[src/rtl/mem_arbiter_if.sv]
// mem_arbiter_if: bundles the instruction-fetch port, the data port and the
// memory-side bus of mem_arbiter.
// The slave modport is the arbiter's view. The master modport is the
// requesters' and memory's view.
interface mem_arbiter_if;
   logic        if_req;
   logic [15:0] if_addr;
   logic        if_ack;
   logic [15:0] if_rdata;

   logic        d_req;
   logic        d_wr;
   logic [15:0] d_addr;
   logic [15:0] d_wdata;
   logic        d_ack;
   logic [15:0] d_rdata;

   logic        mem_enable;
   logic        mem_wr;
   logic [15:0] mem_addr;
   logic [15:0] mem_data_in;
   logic [15:0] mem_data_out;

   modport slave (
      input  if_req, if_addr, d_req, d_wr, d_addr, d_wdata, mem_data_out,
      output if_ack, if_rdata, d_ack, d_rdata, mem_enable, mem_wr, mem_addr, mem_data_in
   );

   modport master (
      output if_req, if_addr, d_req, d_wr, d_addr, d_wdata, mem_data_out,
      input  if_ack, if_rdata, d_ack, d_rdata, mem_enable, mem_wr, mem_addr, mem_data_in
   );
endinterface

[src/rtl/mem_arbiter.sv]
// mem_arbiter: arbitrates an instruction-fetch port and a data port onto a
// single memory that has a fixed read latency.
// A transaction runs IDLE -> ISSUE -> WAIT (LATENCY cycles) -> RESP.
// The request is latched when it is granted, so requester inputs can change
// freely while the transaction is in flight.
// Optional feature macro ARB_ROUND_ROBIN_EN: simultaneous requests alternate
// between the two ports. Without the macro, the data port always wins.
module mem_arbiter #(
   parameter int LATENCY = 4   // cycles from mem_enable to valid mem_data_out, 1..15
) (
   input  logic         clk,
   input  logic         rst,
   mem_arbiter_if.slave bus,
   output logic         busy
);

   typedef enum logic [1:0] {IDLE, ISSUE, WAIT, RESP} state_t;

   // The WAIT counter runs LATENCY-1 down to 0, which gives exactly LATENCY WAIT cycles
   localparam logic [3:0] WAIT_LOAD = 4'(LATENCY - 1);

   state_t      state_reg, state_next;
   logic [3:0]  cnt_reg, cnt_next;
   logic [15:0] addr_reg;
   logic [15:0] wdata_reg;
   logic        wr_reg;
   logic        sel_d_reg;      // port that owns the transaction in flight: 1 = data
   logic [15:0] if_rdata_reg;
   logic [15:0] d_rdata_reg;
   logic        any_req;
   logic        grant_d;
`ifdef ARB_ROUND_ROBIN_EN
   logic        last_d_reg;     // most recent grant went to the data port
`endif

   // Pick the winner from the requests seen in IDLE
   always_comb begin
      any_req = bus.if_req | bus.d_req;
`ifdef ARB_ROUND_ROBIN_EN
      grant_d = bus.d_req & (~bus.if_req | ~last_d_reg);
`else
      grant_d = bus.d_req;
`endif
   end

   // Next-state logic and the WAIT down-counter
   always_comb begin
      state_next = state_reg;
      cnt_next   = cnt_reg;
      case (state_reg)
         IDLE: begin
            if (any_req) state_next = ISSUE;
         end
         ISSUE: begin
            state_next = WAIT;
            cnt_next   = WAIT_LOAD;
         end
         WAIT: begin
            if (cnt_reg == 4'd0) state_next = RESP;
            else                 cnt_next   = cnt_reg - 4'd1;
         end
         RESP: begin
            state_next = IDLE;
         end
         default: state_next = IDLE;
      endcase
   end

   // Output decode; every output is forced to zero while rst is high
   always_comb begin
      busy            = 1'b0;
      bus.mem_enable  = 1'b0;
      bus.mem_wr      = 1'b0;
      bus.mem_addr    = 16'h0000;
      bus.mem_data_in = 16'h0000;
      bus.if_ack      = 1'b0;
      bus.d_ack       = 1'b0;
      bus.if_rdata    = 16'h0000;
      bus.d_rdata     = 16'h0000;
      if (!rst) begin
         busy            = (state_reg != IDLE);
         bus.mem_enable  = (state_reg == ISSUE);
         bus.mem_wr      = (state_reg == ISSUE) & wr_reg;
         bus.mem_addr    = addr_reg;
         bus.mem_data_in = wdata_reg;
         bus.if_ack      = (state_reg == RESP) & ~sel_d_reg;
         bus.d_ack       = (state_reg == RESP) &  sel_d_reg;
         bus.if_rdata    = if_rdata_reg;
         bus.d_rdata     = d_rdata_reg;
      end
   end

   // State register, request latches and read-data capture
   always_ff @(posedge clk) begin
      if (rst) begin
         state_reg    <= IDLE;
         cnt_reg      <= 4'd0;
         addr_reg     <= 16'h0000;
         wdata_reg    <= 16'h0000;
         wr_reg       <= 1'b0;
         sel_d_reg    <= 1'b0;
         if_rdata_reg <= 16'h0000;
         d_rdata_reg  <= 16'h0000;
      end else begin
         state_reg <= state_next;
         cnt_reg   <= cnt_next;
         if (state_reg == IDLE && any_req) begin
            sel_d_reg <= grant_d;
            addr_reg  <= grant_d ? bus.d_addr : bus.if_addr;
            wr_reg    <= grant_d & bus.d_wr;
            wdata_reg <= grant_d ? bus.d_wdata : 16'h0000;
         end
         // Read data is valid on the last WAIT cycle; a store leaves both rdata registers alone
         if (state_reg == WAIT && cnt_reg == 4'd0 && !wr_reg) begin
            if (sel_d_reg) d_rdata_reg  <= bus.mem_data_out;
            else           if_rdata_reg <= bus.mem_data_out;
         end
      end
   end

`ifdef ARB_ROUND_ROBIN_EN
   // Last-grant flag: reset marks fetch as last, so the data port wins the first tie
   always_ff @(posedge clk) begin
      if (rst)                                last_d_reg <= 1'b0;
      else if (state_reg == IDLE && any_req) last_d_reg <= grant_d;
   end
`endif

endmodule

[src/flat_wrapper.sv]
// flat-port wrapper written by rule: the top's interface ports become plain ports
module mem_arbiter_flat 
#(
   parameter int LATENCY = 4                                                         
)
  (clk, rst, busy, bus_if_req, bus_if_addr, bus_d_req, bus_d_wr, bus_d_addr, bus_d_wdata, bus_mem_data_out, bus_if_ack, bus_if_rdata, bus_d_ack, bus_d_rdata, bus_mem_enable, bus_mem_wr, bus_mem_addr, bus_mem_data_in);
  mem_arbiter_if bus_i ();
  input  logic clk;
  input  logic rst;
  output logic busy;
  input wire logic [$bits(bus_i.if_req)-1:0] bus_if_req;
  input wire logic [$bits(bus_i.if_addr)-1:0] bus_if_addr;
  input wire logic [$bits(bus_i.d_req)-1:0] bus_d_req;
  input wire logic [$bits(bus_i.d_wr)-1:0] bus_d_wr;
  input wire logic [$bits(bus_i.d_addr)-1:0] bus_d_addr;
  input wire logic [$bits(bus_i.d_wdata)-1:0] bus_d_wdata;
  input wire logic [$bits(bus_i.mem_data_out)-1:0] bus_mem_data_out;
  output wire logic [$bits(bus_i.if_ack)-1:0] bus_if_ack;
  output wire logic [$bits(bus_i.if_rdata)-1:0] bus_if_rdata;
  output wire logic [$bits(bus_i.d_ack)-1:0] bus_d_ack;
  output wire logic [$bits(bus_i.d_rdata)-1:0] bus_d_rdata;
  output wire logic [$bits(bus_i.mem_enable)-1:0] bus_mem_enable;
  output wire logic [$bits(bus_i.mem_wr)-1:0] bus_mem_wr;
  output wire logic [$bits(bus_i.mem_addr)-1:0] bus_mem_addr;
  output wire logic [$bits(bus_i.mem_data_in)-1:0] bus_mem_data_in;
  assign bus_i.if_req = bus_if_req;
  assign bus_i.if_addr = bus_if_addr;
  assign bus_i.d_req = bus_d_req;
  assign bus_i.d_wr = bus_d_wr;
  assign bus_i.d_addr = bus_d_addr;
  assign bus_i.d_wdata = bus_d_wdata;
  assign bus_i.mem_data_out = bus_mem_data_out;
  assign bus_if_ack = bus_i.if_ack;
  assign bus_if_rdata = bus_i.if_rdata;
  assign bus_d_ack = bus_i.d_ack;
  assign bus_d_rdata = bus_i.d_rdata;
  assign bus_mem_enable = bus_i.mem_enable;
  assign bus_mem_wr = bus_i.mem_wr;
  assign bus_mem_addr = bus_i.mem_addr;
  assign bus_mem_data_in = bus_i.mem_data_in;
  mem_arbiter #(.LATENCY(LATENCY)) u_core (.clk(clk), .rst(rst), .bus(bus_i), .busy(busy));
endmodule
[config.mk]
export PLATFORM = sky130hd
export DESIGN_NAME = mem_arbiter_flat
export DESIGN_NICKNAME = d
export VERILOG_FILES = /design/src/rtl/mem_arbiter_if.sv /design/src/rtl/mem_arbiter.sv /design/src/flat_wrapper.sv
export SDC_FILE = /design/constraint.sdc
export NUM_CORES = 1
export LEC_CHECK = 0
export CAP_MARGIN = 30
export CORE_UTILIZATION = 40
export CTS_BUF_LIST = sky130_fd_sc_hd__clkbuf_8
export CTS_CLUSTER_DIAMETER = 50
export DETAILED_ROUTE_END_ITERATION = 8
export PLACE_DENSITY = 0.85
export SYNTH_ARGS = -nofsm -noshare
export SYNTH_HDL_FRONTEND = slang
export SYNTH_SLANG_ARGS = --single-unit
[constraint.sdc]
create_clock -name clk -period 2.6 [get_ports clk]
set_input_delay 0.26 -clock clk [delete_from_list [all_inputs] [get_ports clk]]
set_output_delay 0.26 -clock clk [all_outputs]
set_load 0.05 [all_outputs]
== Word-level counts from Yosys, hierarchy flattened ==
Index checks and enable logic that the tools add are counted.

* Bits in latches: 0
* Input port bits: 69
* Bits in registers: 72
* Bits in read-only memories: 0
* Logic and storage cells: 49
* RAM bits: 0
* Memories kept: 0
* Output and inout port bits: 69

* Divide/modulo/power cells: 0
* Magnitude comparators: 0
* Mux-type cells: 16
* Shift operators: 0
* Equal/unequal tests: 6
* Multipliers: 0
* Add/sub/neg operators: 1
* Reduce and logical (&&, ||, !) cells: 12
* Bitwise operators: 6

{| class="wikitable"
|+ Operators with widths
! operator !! count
|-
| two-way mux 16 bit || 6
|-
| one-hot mux 2 bit (4 select lines) || 1
|-
| one-hot mux 4 bit (2 select lines) || 1
|-
| AND reduction 2 bit || 4
|-
| two-way mux 1 bit || 5
|-
| AND 1 bit || 4
|-
| == test 2 bit (second input constant) || 2
|-
| logical NOT 4 bit || 1
|-
| two-way mux 2 bit || 2
|-
| two-way mux 4 bit || 1
|-
| inequality test 2 bit (second input constant) || 2
|-
| nonzero test 2 bit || 2
|-
| subtractor 4 x 1 -> 4 bit (second input constant) || 1
|-
| logical AND 1 bit || 3
|-
| == test 2 x 1 -> 1 bit (second input constant) || 1
|-
| logical NOT 2 bit || 1
|-
| inequality test 2 x 1 -> 1 bit (second input constant) || 1
|-
| logical NOT 1 bit || 1
|-
| NOT 1 bit || 1
|-
| bitwise OR 1 bit || 1
|}

== Longest topological paths before layout ==
Gate-level depths: netlist of the first run.

* Word-level depth: 4
* Gate-level depth with buffers: 7
* Mapped depth without buffers: 5

== Worst setup path before layout of the first run ==
OpenSTA, ideal clock, no wires.

* Kind: register -> output
* Start point: reg u_core.state_reg[1]
* End point: out bus_mem_wr
* Arrival: 1,827 ps
* Cell stages (with the launch flop): 5
* Setup slack: 513 ps
* Path buffers: 0
* Data required time: 2,340 ps
* Path through: dfxtp_1 > inv_1 > ha_1 > nor2b_1 > and2_1

* Longest elaborated chain between the ends: 3

{| class="wikitable"
|+ Ends and longest elaborated chain
! element !! RTL line !! RTL
|-
| start, declared || mem_arbiter.sv:22 || <nowiki>state_t state_reg, state_next;</nowiki>
|-
| start signal, assigned || mem_arbiter.sv:105 || <nowiki>state_reg <= state_next;</nowiki>
|-
| == test 2 x 1 -> 1 bit || mem_arbiter.sv:83 || <nowiki>bus.mem_wr = (state_reg == ISSUE) & wr_reg;</nowiki>
|-
| AND 1 bit || mem_arbiter.sv:83 ||
|-
| two-way mux 1 bit || mem_arbiter.sv:80 || <nowiki>if (!rst) begin</nowiki>
|-
| end, declared || flat_wrapper.sv:23 || <nowiki>output wire logic [$bits(bus_i.mem_wr)-1:0] bus_mem_wr;</nowiki>
|}

Every way passes these cells.

== Worst setup path in the final report of the first run ==
Same ends and word-level chain as after synthesis.

==> results.ini, run 1 <==
[final_layout]
fillCellCount=740
layout_common_cells=clkdlybuf4s50_1, dfxtp_1, nand2b_1
area_growth_pct=48.8
multi_input_area_mm2=0.00170
diodes=0
final-seq-area_mm2=0.00144
utilization=0.618
final_cell_count_no_fill=628
final_common_cell=clkdlybuf4s50_1
nets=593
drive_above_1_share=0.0593

[routing]
wirelength_mm=8.05
routed_via_density=4.70
dr.pass1.iters=6
vias=2949
drtIter0Drc=69
wire_per_inst_um=12.8
drc=0
antenna_left=0

[timing]
worst_slew_pin_slew_ns=0.525
min_period_ns=2.40
max_freq_ghz=0.416
hold_violations=0
slew_headroom=0.647
skew_ns=0.0109
maxSlewViolCount=0
rsz0062_at_grt=no
setup-tns-final_ns=0
fin_crit_sh=0.924
finalSetupViolations=0

[floorplan]
initial_core_util=0.415
fp.dieH_um=94.3
die_w_um=94.3
dieArea_mm2=0.00890
fp-row-count=33
io_pins=138
coreArea_mm2=0.00822

[critical_path]
cp_cell_sequence=inv_1 > ha_1 > nor2b_1 > and2_1 > clkdlybuf4s50_1
r2r-end=u_core.if_rdata_reg[4]
crit_fanout=4
cp.arrival_ns=2.14
timing.rr.start=u_core.cnt_reg[0]
cp-end-kind=output pin
regToRegSetupSlack_ns=0.58
start_kind=flop
critPathBufInv=2
critical_path_class=flop to output pin
slowest_delay_ns=0.82
r2r_cells=6
critical-path-top-delay-family=buffers and inverters
critPathRequiredTime_ns=2.34
cp_slowest_cell=clkdlybuf4s50_1

[yosys]
syn-instance-count=386
synth_nets=461
ys_seq_area_frac=0.423
synth.avg_cell_area_um2=8.84
synth_area_leaders=dfxtp_1, mux2i_1, nand2b_1
yosys.area.top_type=dfxtp_1
yosysWarnings=0
syn-cell-area_mm2=0.00341
synth_top_cell_area_share=0.423
ys_types=29
ys_ff_latch=72

[clock_tree]
cts_root_buffer=clkbuf_8
postCtsResizedCells=0
clock-sinks=72
holdBufCountCts=0
clk_pin_slew_ns=0.07
ctsHtreeMaxLevel=3
cts_setup_buffers=0
cts_tree=yes
cts_buffer_depth=2
cts_buffers=9
clk-insertion-delay-late_ns=0.34

[min_path]
holdPathStages=2
hp-start=rst
hold_path.class=input port to flop
worstHoldEndpoint=u_core.addr_reg[13]

[grt]
grt_pass1_wl_mm=13.5
antenna_found_initial=0
grt_use_total=0.196
use_met3=0.0692
grt_overflow=0
grt_max_degree=39
grtUsageMet1=0.226
busiest_layer=met2
grtUsageMet2=0.336
grt_pass1_vias=2980

[job]
max-cap-violations=0

[placement]
numPlacedInstances=612
io_buffers=137
hpwlAfterDp_mm=6.15
place.gp.congestion=0.741

[power]
irDropWorstVdd_uv=408
power_mw=3.88
power_density_mw_per_mm2=765
leakagePower_nw=2.21

[run_status]
status=finished clean

## cells in the mapped netlist
library cell,n
nor4_4,2
ha_1,6
or4b_1,1
o211ai_1,1
o21a_1,1
or3b_1,1
nor3_1,2
clkbuf_1,20
xor2_1,1
nor2_1,17
a21o_2,1
mux2i_1,49
nand2b_1,50
a21oi_1,2
buf_6,3
o21ai_1,1
a311oi_1,2
and2_1,1
a211oi_1,20
dfxtp_1,72
or3_1,1
nand2_1,35
buf_1,1
nor3b_1,3
inv_1,38
o21ai_0,1
nor2b_1,35
nand3_1,17
buf_2,2
## per-stage QoR
stage	hold WS [ns]	instance area [um^2]	setup slack, ns
after floorplan	0.390	3410	0.513
after detailed placement	0.476	4880	0.436
after global placement	0.474	4880	0.498
after global routing	0.451	5080	0.0738
after CTS	0.435	5080	0.159
final	0.436	5080	0.198
## logic make-up after synthesis
logic type	synth area share
simple gates	0.269
flops	0.423
buf+inv	0.0778
mux	0.144
compound gates	0.0620
fa+ha+maj	0.0220
xor+xnor	0.00257
## worst max-delay path by stage
stage / from / end / slack, ns / cells after the start
2_1_floorplan: u_core.state_reg[1] / bus_mem_wr / 0.51 / 4
3_3_place_gp: rst / bus_if_rdata[12] / 0.50 / 5
3_5_place_dp: rst / bus_if_rdata[0] / 0.44 / 5
4_1_cts: u_core.state_reg[1] / bus_mem_wr / 0.16 / 5
5_1_grt: u_core.state_reg[1] / bus_mem_wr / 0.07 / 5
6_report: u_core.state_reg[1] / bus_mem_wr / 0.20 / 5
## where the power goes
group          switching [mW]  internal, mW
registers              0.0994          1.32
logic                   0.955         0.636
clock network           0.428         0.445
total                    1.48          2.40
## area by class of cell
cell class / count / area share
multi-input cells: 250 / 0.336
repair buffers: 147 / 0.288
flip-flops and latches: 72 / 0.284
inverters: 38 / 0.0281
well taps: 105 / 0.0259
clock buffers: 9 / 0.0244
clock inverters: 7 / 0.0140
## metal layers
layer / share of wire / routed length [um]
met3: 0.088 / 710
met2: 0.48 / 3880
met1: 0.42 / 3400
met5: 0 / 0
met4: 0.0081 / 65
No activity file was read; power rests on OpenSTA's default activity.
==> run 2: changes to the inputs <==
--- a/config.mk
+++ b/config.mk
@@ -11,6 +11,7 @@
 export CTS_CLUSTER_DIAMETER = 50
 export DETAILED_ROUTE_END_ITERATION = 8
 export PLACE_DENSITY = 0.85
+export SLEW_MARGIN = 20
 export SYNTH_ARGS = -nofsm -noshare
 export SYNTH_HDL_FRONTEND = slang
 export SYNTH_SLANG_ARGS = --single-unit
==> results of run 2 <==
Same layout as run 1: the final DEF is identical, and so are final timing and power.
==> run 3: changes to the inputs <==
--- a/config.mk
+++ b/config.mk
@@ -5,12 +5,13 @@
 export SDC_FILE = /design/constraint.sdc
 export NUM_CORES = 1
 export LEC_CHECK = 0
+export ABC_AREA = 1
 export CAP_MARGIN = 30
 export CORE_UTILIZATION = 40
 export CTS_BUF_LIST = sky130_fd_sc_hd__clkbuf_8
 export CTS_CLUSTER_DIAMETER = 50
 export DETAILED_ROUTE_END_ITERATION = 8
-export PLACE_DENSITY = 0.85
+export PLACE_DENSITY = 0.83
 export SLEW_MARGIN = 20
 export SYNTH_ARGS = -nofsm -noshare
 export SYNTH_HDL_FRONTEND = slang
==> results.ini, run 3 <==
[clock_tree]
cts_tree=yes  ; unchanged
clock-sinks=72  ; unchanged
ctsHtreeMaxLevel=3  ; unchanged
cts_buffers=9  ; unchanged
clk-insertion-delay-late_ns=0.34  ; about the same
cts_setup_buffers=0  ; unchanged
clk_pin_slew_ns=0.07  ; about the same
cts_buffer_depth=2  ; unchanged
postCtsResizedCells=0  ; unchanged
holdBufCountCts=0  ; unchanged
cts_root_buffer=clkbuf_8  ; unchanged

[floorplan]
io_pins=138  ; unchanged
coreArea_mm2=0.00920  ; was 0.00822 mm^2
initial_core_util=0.412  ; was 0.415
dieArea_mm2=0.00986  ; was 0.00890 mm^2
fp-row-count=35  ; was 33
die_w_um=99.3  ; was 94.3 um
fp.dieH_um=99.3  ; was 94.3 um

[yosys]
ys_ff_latch=72  ; unchanged
synth-simple-area-share=0.366  ; was 0.269
synth_area_leaders=dfxtp_1, nand2_1, inv_1  ; was dfxtp_1, mux2i_1, nand2b_1
syn-cell-area_mm2=0.00379  ; was 0.00341 mm^2
synth_top_family_by_area=simple AND/OR/NAND/NOR gates  ; unchanged
yosys.area.top_type=dfxtp_1  ; unchanged
synth-xor-area-share=0.00231  ; was 0.00257
synth-edff-count=0  ; unchanged
ys_types=25  ; was 29
syn-instance-count=608  ; was 386
yosysWarnings=0  ; unchanged
synth_nets=683  ; was 461
synth_most_common_cell=nand2_1  ; was dfxtp_1
muxShareOfSynthArea=0  ; was 0.144
ys_seq_area_frac=0.381  ; was 0.423
async_flop_share=0  ; unchanged
synth_top_cell_area_share=0.381  ; was 0.423
netlist_top_cells_count=nand2_1, inv_1, nor2_1, dfxtp_1, nand4_1  ; was dfxtp_1, nand2b_1, mux2i_1, inv_1
synth_compound_area_frac=0.0585  ; was 0.0620
synth.avg_cell_area_um2=6.23  ; was 8.84 um^2
synth_adder_area_share=0.0198  ; was 0.0220
ys.flop_type=dfxtp_1  ; unchanged

[timing]
hold_violations=0  ; unchanged
fin_crit_sh=0.879  ; was 0.924
setup-tns-final_ns=0  ; unchanged
rsz0062_at_grt=no  ; unchanged
max_freq_ghz=0.438  ; was 0.416 GHz
skew_ns=0.00794  ; was 0.0109 ns
worst_slew_pin_slew_ns=0.615  ; was 0.525 ns
slew_headroom=0.589  ; was 0.647
finalSetupViolations=0  ; unchanged
min_period_ns=2.28  ; was 2.40 ns
maxSlewViolCount=0  ; unchanged

[critical_path]
cp-end-kind=output pin  ; unchanged
r2r_cells=8  ; was 6
critical-path-top-delay-family=buffers and inverters  ; unchanged
critical_path_class=flop to output pin  ; unchanged
crit_fanout=4  ; unchanged
r2r-end=u_core.d_rdata_reg[6]  ; was u_core.if_rdata_reg[4]
cp_cell_sequence=inv_1 > ha_1 > nor2_1 > clkdlybuf4s50_1  ; was inv_1 > ha_1 > nor2b_1 > and2_1 > clkdlybuf4s50_1
cp_slowest_cell=clkdlybuf4s50_1  ; unchanged
regToRegSetupSlack_ns=0.83  ; was 0.58 ns
cp.arrival_ns=2.02  ; was 2.14 ns
slowest_delay_ns=0.82  ; about the same
timing.rr.start=u_core.state_reg[0]  ; was u_core.cnt_reg[0]
start_kind=flop  ; unchanged
critPathRequiredTime_ns=2.34  ; about the same
critPathBufInv=2  ; unchanged

[routing]
drtIter0Drc=191  ; was 69
drc=0  ; unchanged
vias=4082  ; was 2949
antenna_left=0  ; unchanged
routed_via_density=4.82  ; was 4.70
dr.pass1.iters=4  ; was 6
wire_per_inst_um=12.3  ; was 12.8 um
wirelength_mm=10.4  ; was 8.05 mm

[final_layout]
area_growth_pct=44.1  ; was 48.8%
drive_above_1_share=0.0611  ; was 0.0593
final-seq-area_mm2=0.00144  ; unchanged
layout_common_cells=nand2_1, clkdlybuf4s50_1, inv_1  ; was clkdlybuf4s50_1, dfxtp_1, nand2b_1
nets=806  ; was 593
multi_input_area_mm2=0.00169  ; was 0.00170 mm^2
fillCellCount=891  ; was 740
final_common_cell=nand2_1  ; was clkdlybuf4s50_1
diodes=0  ; unchanged
utilization=0.593  ; was 0.618

[grt]
grt_use_total=0.215  ; was 0.196
grt_pass1_wl_mm=16.8  ; was 13.5 mm
grt_overflow=0  ; unchanged
grt_pass1_vias=3868  ; was 2980
antenna_found_initial=0  ; unchanged
grt_max_degree=39  ; unchanged

[min_path]
holdPathStages=2  ; unchanged
worstHoldEndpoint=u_core.state_reg[1]  ; was u_core.addr_reg[13]
hold_path.class=input port to flop  ; unchanged
hp-start=rst  ; unchanged

[power]
leakagePower_nw=2.51  ; was 2.21 nW
power_density_mw_per_mm2=814  ; was 765 mW/mm^2
irDropWorstVdd_uv=365  ; was 408 uV

[placement]
place.gp.congestion=0.891  ; was 0.741
io_buffers=137  ; unchanged
hpwlAfterDp_mm=7.83  ; was 6.15 mm

[job]
max-cap-violations=0  ; unchanged

[run_status]
status=finished clean  ; unchanged

[run 3: through the flow]
step           instance area [um^2]  total power [mW]  hold slack, ns  worst slack [ns]  cells
4_1_cts                        5460              4.46           0.401             0.298    847
2_1_floorplan                  3790              2.89           0.391             0.478    608
3_5_place_dp                   5220              3.41           0.444             0.540    831
5_1_grt                        5460              4.73           0.467             0.250    847
6_report                       5460              4.44           0.414             0.316    847
3_3_place_gp                   5220              3.33           0.438             0.611    831
[run 3: logic make-up after synthesis]
kind of cell / after synthesis
xor+xnor: 1
flops: 72
buf+inv: 160
fa+ha+maj: 6
compound gates: 42
simple gates: 327
[run 3: how the worst max path moves through the flow]
stage	end	from	slack [ns]	cells past startpoint
global placement	bus_mem_data_in[7]	rst	0.61	4
CTS	busy	u_core.state_reg[0]	0.30	4
floorplan	bus_d_ack	u_core.sel_d_reg	0.48	3
global route	busy	u_core.state_reg[1]	0.25	4
detailed placement	bus_mem_data_in[8]	rst	0.54	4
finish	busy	u_core.state_reg[0]	0.32	4
[run 3: routing by layer]
layer,wire length (um),track usage
met5,0,0
met4,265,0.109
met3,912,0.0499
met2,5190,0.393
met1,4060,0.231
[run 3: where the power goes]
| group | switching (mW) | internal (mW) |
|---|---|---|
| sequential | 0.0813 | 1.33 |
| clock | 0.413 | 0.630 |
| combinational | 1.34 | 0.639 |
[run 3: layout make-up]
class,instances,area share
multi-input combinational,376,0.310
clock inverter,7,0.0204
inverter,125,0.0864
timing repair buffer,147,0.271
sequential,72,0.264
clock buffer,9,0.0227
tap,111,0.0255
